File: src/rtl/instr_encoder_pkg.sv
// instr_encoder_pkg
//   Shared definitions for the instruction producer/decoder pair:
//   RV32I opcode constants for the supported classes, the op_class
//   enumeration and the field-packing function used by the encoder.
package instr_encoder_pkg;

    localparam logic [6:0] OPC_R      = 7'h33;
    localparam logic [6:0] OPC_LOAD   = 7'h03;
    localparam logic [6:0] OPC_STORE  = 7'h23;
    localparam logic [6:0] OPC_BRANCH = 7'h63;

    localparam int INSTR_W = 32;

    typedef enum logic [1:0] {
        CLS_R      = 2'd0,
        CLS_LOAD   = 2'd1,
        CLS_STORE  = 2'd2,
        CLS_BRANCH = 2'd3
    } op_class_e;

    // Packs the structured fields into a 32-bit word. Fields a format
    // does not use are simply not referenced for that class. For
    // BRANCH, imm[0] is dropped (offsets are multiples of 2).
    function automatic logic [INSTR_W-1:0] encode_instr(
        input op_class_e  cls,
        input logic [4:0] rd,
        input logic [4:0] rs1,
        input logic [4:0] rs2,
        input logic [2:0] funct3,
        input logic [6:0] funct7,
        input logic [12:0] imm
    );
        logic [INSTR_W-1:0] w;
        w = '0;
        case (cls)
            CLS_R:      w = {funct7, rs2, rs1, funct3, rd, OPC_R};
            CLS_LOAD:   w = {imm[11:0], rs1, funct3, rd, OPC_LOAD};
            CLS_STORE:  w = {imm[11:5], rs2, rs1, funct3, imm[4:0], OPC_STORE};
            CLS_BRANCH: w = {imm[12], imm[10:5], rs2, rs1, funct3,
                             imm[4:1], imm[11], OPC_BRANCH};
            default:    w = '0;
        endcase
        return w;
    endfunction

endpackage

File: src/rtl/instr_encoder_fifo.sv
// sync_fifo
//   Single-clock FIFO holding encoded instruction words.
//   Ports:
//     clk, rst      clock (rising edge), asynchronous active-high reset
//     push_i        write wdata_i (ignored when full)
//     wdata_i       write data
//     pop_i         drop the head entry (ignored when empty)
//     rdata_o       head entry, forced to 0 while empty
//     full_o        no free entry
//     empty_o       no valid entry
//   DEPTH must be a power of two >= 2 so the pointers wrap naturally.
module sync_fifo #(
    parameter int DEPTH = 2,
    parameter int WIDTH = 32
) (
    input  logic             clk,
    input  logic             rst,
    input  logic             push_i,
    input  logic [WIDTH-1:0] wdata_i,
    input  logic             pop_i,
    output logic [WIDTH-1:0] rdata_o,
    output logic             full_o,
    output logic             empty_o
);

    localparam int PTR_W = (DEPTH > 1) ? $clog2(DEPTH) : 1;
    localparam int CNT_W = PTR_W + 1;

    logic [DEPTH-1:0][WIDTH-1:0] mem_q;
    logic [PTR_W-1:0] wr_ptr_q, wr_ptr_d;
    logic [PTR_W-1:0] rd_ptr_q, rd_ptr_d;
    logic [CNT_W-1:0] cnt_q, cnt_d;
    logic             do_push, do_pop;

    assign full_o  = (cnt_q == CNT_W'(DEPTH));
    assign empty_o = (cnt_q == '0);

    assign do_push = push_i & ~full_o;
    assign do_pop  = pop_i & ~empty_o;

    always_comb begin
        wr_ptr_d = wr_ptr_q;
        rd_ptr_d = rd_ptr_q;
        cnt_d    = cnt_q;
        if (do_push) wr_ptr_d = wr_ptr_q + PTR_W'(1);
        if (do_pop)  rd_ptr_d = rd_ptr_q + PTR_W'(1);
        case ({do_push, do_pop})
            2'b10:   cnt_d = cnt_q + CNT_W'(1);
            2'b01:   cnt_d = cnt_q - CNT_W'(1);
            default: cnt_d = cnt_q;
        endcase
    end

    always_ff @(posedge clk or posedge rst) begin
        if (rst) begin
            wr_ptr_q <= '0;
            rd_ptr_q <= '0;
            cnt_q    <= '0;
            mem_q    <= '0;
        end else begin
            wr_ptr_q <= wr_ptr_d;
            rd_ptr_q <= rd_ptr_d;
            cnt_q    <= cnt_d;
            if (do_push) mem_q[wr_ptr_q] <= wdata_i;
        end
    end

    // Head is gated so the output reads 0 when nothing is buffered.
    assign rdata_o = empty_o ? '0 : mem_q[rd_ptr_q];

endmodule

File: src/rtl/instr_encoder.sv
// instr_encoder
//   Packs RV32I R/LOAD/STORE/BRANCH fields into instruction words,
//   buffers them in a FIFO and streams each word with its byte address.
//   Ports:
//     clk, rst               clock, asynchronous active-high reset
//     in_valid/in_ready      request handshake (in_ready = FIFO not full)
//     op_class,rd,rs1,rs2,
//     funct3,funct7,imm      request fields
//     out_valid/out_ready    output handshake on the FIFO head
//     out_instr, out_addr    head word and its byte address
//     instr_count            completed output handshakes (wraps at 16 bits)
//     err_align              sticky: BRANCH accepted with imm[0]=1
//     err_range              sticky: LOAD/STORE imm not 12-bit signed
//   Build option: define ENCODER_IMM_CHECK_EN to enable the err_range
//   check; otherwise err_range is tied to 0.
module instr_encoder
    import instr_encoder_pkg::*;
#(
    parameter int                DEPTH     = 2,
    parameter int                ADDR_W    = 32,
    parameter logic [ADDR_W-1:0] BASE_ADDR = '0
) (
    input  logic              clk,
    input  logic              rst,
    input  logic              in_valid,
    output logic              in_ready,
    input  logic [1:0]        op_class,
    input  logic [4:0]        rd,
    input  logic [4:0]        rs1,
    input  logic [4:0]        rs2,
    input  logic [2:0]        funct3,
    input  logic [6:0]        funct7,
    input  logic [12:0]       imm,
    output logic              out_valid,
    input  logic              out_ready,
    output logic [31:0]       out_instr,
    output logic [ADDR_W-1:0] out_addr,
    output logic [15:0]       instr_count,
    output logic              err_align,
    output logic              err_range
);

    op_class_e          cls;
    logic [INSTR_W-1:0] enc_word;
    logic               fifo_full, fifo_empty;
    logic               push, pop;

    logic [ADDR_W-1:0]  addr_q, addr_d;
    logic [15:0]        cnt_q, cnt_d;
    logic               err_align_q, err_align_d;

    assign cls      = op_class_e'(op_class);
    assign enc_word = encode_instr(cls, rd, rs1, rs2, funct3, funct7, imm);

    // Push uses the full flag of the current cycle only, so a pop from a
    // full FIFO never frees a slot for the same edge.
    assign in_ready  = ~fifo_full;
    assign push      = in_valid & ~fifo_full;
    assign out_valid = ~fifo_empty;
    assign pop       = out_valid & out_ready;

    sync_fifo #(
        .DEPTH (DEPTH),
        .WIDTH (INSTR_W)
    ) u_fifo (
        .clk     (clk),
        .rst     (rst),
        .push_i  (push),
        .wdata_i (enc_word),
        .pop_i   (pop),
        .rdata_o (out_instr),
        .full_o  (fifo_full),
        .empty_o (fifo_empty)
    );

    // Words leave in FIFO order, so the head's address is always the
    // running address counter; it advances only on a handshake.
    always_comb begin
        addr_d      = addr_q;
        cnt_d       = cnt_q;
        err_align_d = err_align_q;
        if (pop) begin
            addr_d = addr_q + ADDR_W'(4);
            cnt_d  = cnt_q + 16'd1;
        end
        if (push && cls == CLS_BRANCH && imm[0])
            err_align_d = 1'b1;
    end

    always_ff @(posedge clk or posedge rst) begin
        if (rst) begin
            addr_q      <= BASE_ADDR;
            cnt_q       <= '0;
            err_align_q <= 1'b0;
        end else begin
            addr_q      <= addr_d;
            cnt_q       <= cnt_d;
            err_align_q <= err_align_d;
        end
    end

    assign out_addr    = addr_q;
    assign instr_count = cnt_q;
    assign err_align   = err_align_q;

`ifdef ENCODER_IMM_CHECK_EN
    logic err_range_q, err_range_d;

    // imm[12] != imm[11] means the value needs more than 12 signed bits.
    always_comb begin
        err_range_d = err_range_q;
        if (push && (cls == CLS_LOAD || cls == CLS_STORE) && (imm[12] != imm[11]))
            err_range_d = 1'b1;
    end

    always_ff @(posedge clk or posedge rst) begin
        if (rst) err_range_q <= 1'b0;
        else     err_range_q <= err_range_d;
    end

    assign err_range = err_range_q;
`else
    assign err_range = 1'b0;
`endif

endmodule
File: config.mk
export PLATFORM = sky130hd
export DESIGN_NAME = instr_encoder
export DESIGN_NICKNAME = d
export VERILOG_FILES = /design/src/rtl/instr_encoder_pkg.sv /design/src/rtl/instr_encoder_fifo.sv /design/src/rtl/instr_encoder.sv
export SDC_FILE = /design/constraint.sdc
export NUM_CORES = 1
export LEC_CHECK = 0
export ABC_AREA = 1
export CAP_MARGIN = 10
export CORE_MARGIN = 5
export CORE_UTILIZATION = 54
export DETAILED_ROUTE_END_ITERATION = 16
export MAX_ROUTING_LAYER = met4
export PLACE_DENSITY = 0.91
export SYNTH_ARGS = -nofsm -noshare
export SYNTH_HDL_FRONTEND = slang
export SYNTH_SLANG_ARGS = --single-unit
File: constraint.sdc
create_clock -name clk -period 9.5 [get_ports clk]
set_input_delay 1.425 -clock clk [delete_from_list [all_inputs] [get_ports clk]]
set_output_delay 1.425 -clock clk [all_outputs]
set_load 0.1 [all_outputs]
==> run_results.csv <==
group,metric,value,unit
clock_tree,cts.htree.levels,3,
floorplan,ios,128,
placed_design,gp_congestion,0.881,
critical_path,cp_num_buf_inv,3,
grt,grt_first_pass_wirelength,23200,microns
clock_tree,cts_resized,0,
yosys,async_reset_ff_share,100,%
sta,max_slew_margin,33.6,%
grt,grt_max_degree,62,
yosys,yosys_warnings,0,
yosys,synth_seq_cells,109,
layout,nets,853,
clock_tree,cts_setup_buffers,0,
critical_path,crit_slowest_cell,"clkdlybuf4s50_1",
route,via_per_inst,5.16,
route,via_count,4871,
layout,nFillCells,738,
sta,setup_tns,0,ps
grt,antenna_found_initial,0,
sta,setup_violations,0,
critical_path,max_stage_delay,1170,ps
route,avgRoutedWirePerCell,14.3,microns
critical_path,critPathTopFamily,"buffers and inverters",
placed_design,io_buffer_count,122,
critical_path,cp_max_fo,32,
floorplan,fp.dieH,111,microns
sta,fmax,0.221,GHz
grt,overflow,0,
yosys,synthTopCellsByArea,"dfrtp_1 (50%), nand2_1 (16%), inv_1 (5.7%)",
clock_tree,clock_path_buffers,2,
critical_path,path_cells,"inv_1, buf_16, o21ai_0, a21oi_1, clkdlybuf4s50_1",
clock_tree,cts.sinks,109,
clock_tree,numCtsBuffers,9,
route,wirelength,13500,microns
grt,grtUsageMet2,37.3,%
route,final_antenna_net_count,0,
floorplan,die_w,111,microns
floorplan,num_rows,36,
yosys,ys_types,31,
yosys,yosys.area.top_type,"dfrtp_1",
critical_path,worst_ep_arrival_time,3090,ps
yosys,yosys.cell_count.top_type,"nand2_1",
yosys,syn_inst,695,
critical_path,critPathCaptureType,"primary output",
grt,use_met1,29.5,%
layout,drive_gt1_share,5.80,%
sta,hold_violations,0,
clock_tree,clockRootBuffer,"clkbuf_8",
sta,slew_viol_final,0,
route,first_iter_violations,224,
yosys,syn_avg_cell_area,7.90,sq um
critical_path,critPathKind,"reg2out",
min_path,hp-class,"reg2reg",
yosys,yosys-top-cells-count,"nand2_1 (237), dfrtp_1 (109), inv_1 (84)",
placed_design,post-place-ws,4970,ps
yosys,synth_edf_count,0,
clock_tree,cts_hold_buffers,0,
sta,grt_setup_unrepaired,"no",
grt,grt_busiest_layer,"met2",
sta,finalCritPeriodShare,47.6,%
sta,finalWorstSetupSlack,4980,ps
yosys,syn_area,5490,sq um
status,status,"complete, no violations",
floorplan,core,9860,sq um
sta,finalClockSkew,14.0,ps
floorplan,initial_core_util,55.7,%
grt,grt_pass1_vias,4953,
grt,grt_use_total,22.9,%
yosys,synthFlopType,"dfrtp_1",
route,firstDrtPassIters,5,
clock_tree,clock_latency,360,ps
layout,diodes,0,
yosys,yosys.area.top_type_share,49.7,%
placed_design,dp_hpwl,9820,microns
yosys,ys_seq_area_share,49.7,%
critical_path,cp-start-kind,"register",
layout,area_delta_synth_final,26.6,%
clock_tree,tritoncts,"yes",
route,drc,0,
clock_tree,clkTransAtPathRegs,110,ps
job,drv_cap,0,
critical_path,required,8080,ps
sta,post-route-min-period,4520,ps
floorplan,die_area,12300,sq um
sta,worst_slew_pin_slew,994,ps
grt,met3_usage,3.33,%
==> final cells by class <==
cell class | count | area [sq um] | area share, %
Inverter | 87 | 329 | 4.73
Sequential cell | 109 | 2730 | 39.2
Clock inverter | 4 | 30.0 | 0.432
Tap cell | 133 | 166 | 2.39
Clock buffer | 12 | 155 | 2.23
Multi-Input combinational cell | 475 | 2290 | 32.9
Timing Repair Buffer | 124 | 1260 | 18.1
==> sequential cells by signal, summed over array words and instances, names as in the netlist <==
| register | cells |
|---|---|
| err_align | 1 |
| instr_count | 16 |
| out_addr | 30 |
| u_fifo.mem_q | 58 |
| u_fifo.rd_ptr_q | 1 |
| u_fifo.cnt_q | 2 |
| u_fifo.wr_ptr_q | 1 |
==> layout by cell type, fill, tap and decap left out, types with 5 or more instances in the layout <==
cell type / Yosys / routed
a21oi_1: 31 / 31
clkbuf_8: 0 / 11
clkdlybuf4s50_1: 0 / 122
conb_1: 1 / 5
dfrtp_1: 109 / 109
inv_1: 84 / 83
nand2_1: 237 / 237
nand3_1: 28 / 28
nand4_1: 17 / 17
nor2_1: 28 / 28
nor2_2: 10 / 10
nor3_1: 6 / 6
o21ai_0: 54 / 54
o21ai_1: 7 / 7
xnor2_1: 13 / 13
xor2_1: 17 / 17
==> path summary, 6_finish.rpt <==
check / cells after the start / slack [ps] / start / to
min in group asynchronous: 2 / 1480 / rst / out_addr[22]
min: 2 / 470 / u_fifo.mem_q[33] / u_fifo.mem_q[33]
max in group asynchronous: 3 / 6820 / rst / u_fifo.mem_q[22]
max: 5 / 4980 / u_fifo.rd_ptr_q / out_instr[10]
min reg2reg: 2 / 470 / u_fifo.mem_q[33] / u_fifo.mem_q[33]
max reg2reg: 7 / 7220 / u_fifo.cnt_q[0] / u_fifo.mem_q[51]
==> per-stage QoR <==
step | hold slack [ps] | utilization, % | instances | cell area [sq um]
global placement | 437 | 68.3 | 927 | 6740
CTS | 474 | 70.2 | 943 | 6930
detailed placement | 444 | 68.3 | 927 | 6740
global route | 507 | 70.5 | 944 | 6950
floorplan | 422 | - | 699 | 5510
finish | 469 | 70.5 | 944 | 6950
==> kinds of logic (layout without fill, tap and decap cells) <==
logic type / after synthesis / in the layout / share of synthesized area [%]
compound gates: 93 / 93 / 8.52
xor+xnor: 30 / 30 / 4.78
fa+ha+maj: 3 / 3 / 0.683
buf+inv: 115 / 227 / 8.93
flops: 109 / 109 / 49.7
mux: 4 / 4 / 0.820
other cells: 1 / 5 / 0.0683
simple gates: 340 / 340 / 26.5
==> worst register-to-register path, cell delays in order, from the launching register on <==
cell and delay [ps]:
dfrtp_1 470, inv_2 70, nand2_2 90, nand2_4 90, nor2_2 650, inv_2 500
nand2_1 190, o21ai_0 100
==> metal layers <==
metal  vias to the layer above  share of wire (%)
met5                         -                  0
met4                         0                2.3
met3                        27                5.2
met2                       178                 49
met1                      2288                 43
li1                       2378                  -
Power is left out: the tool's default activity adds up to more than one toggle a clock period on the data nets, which glitch-free logic cannot reach.
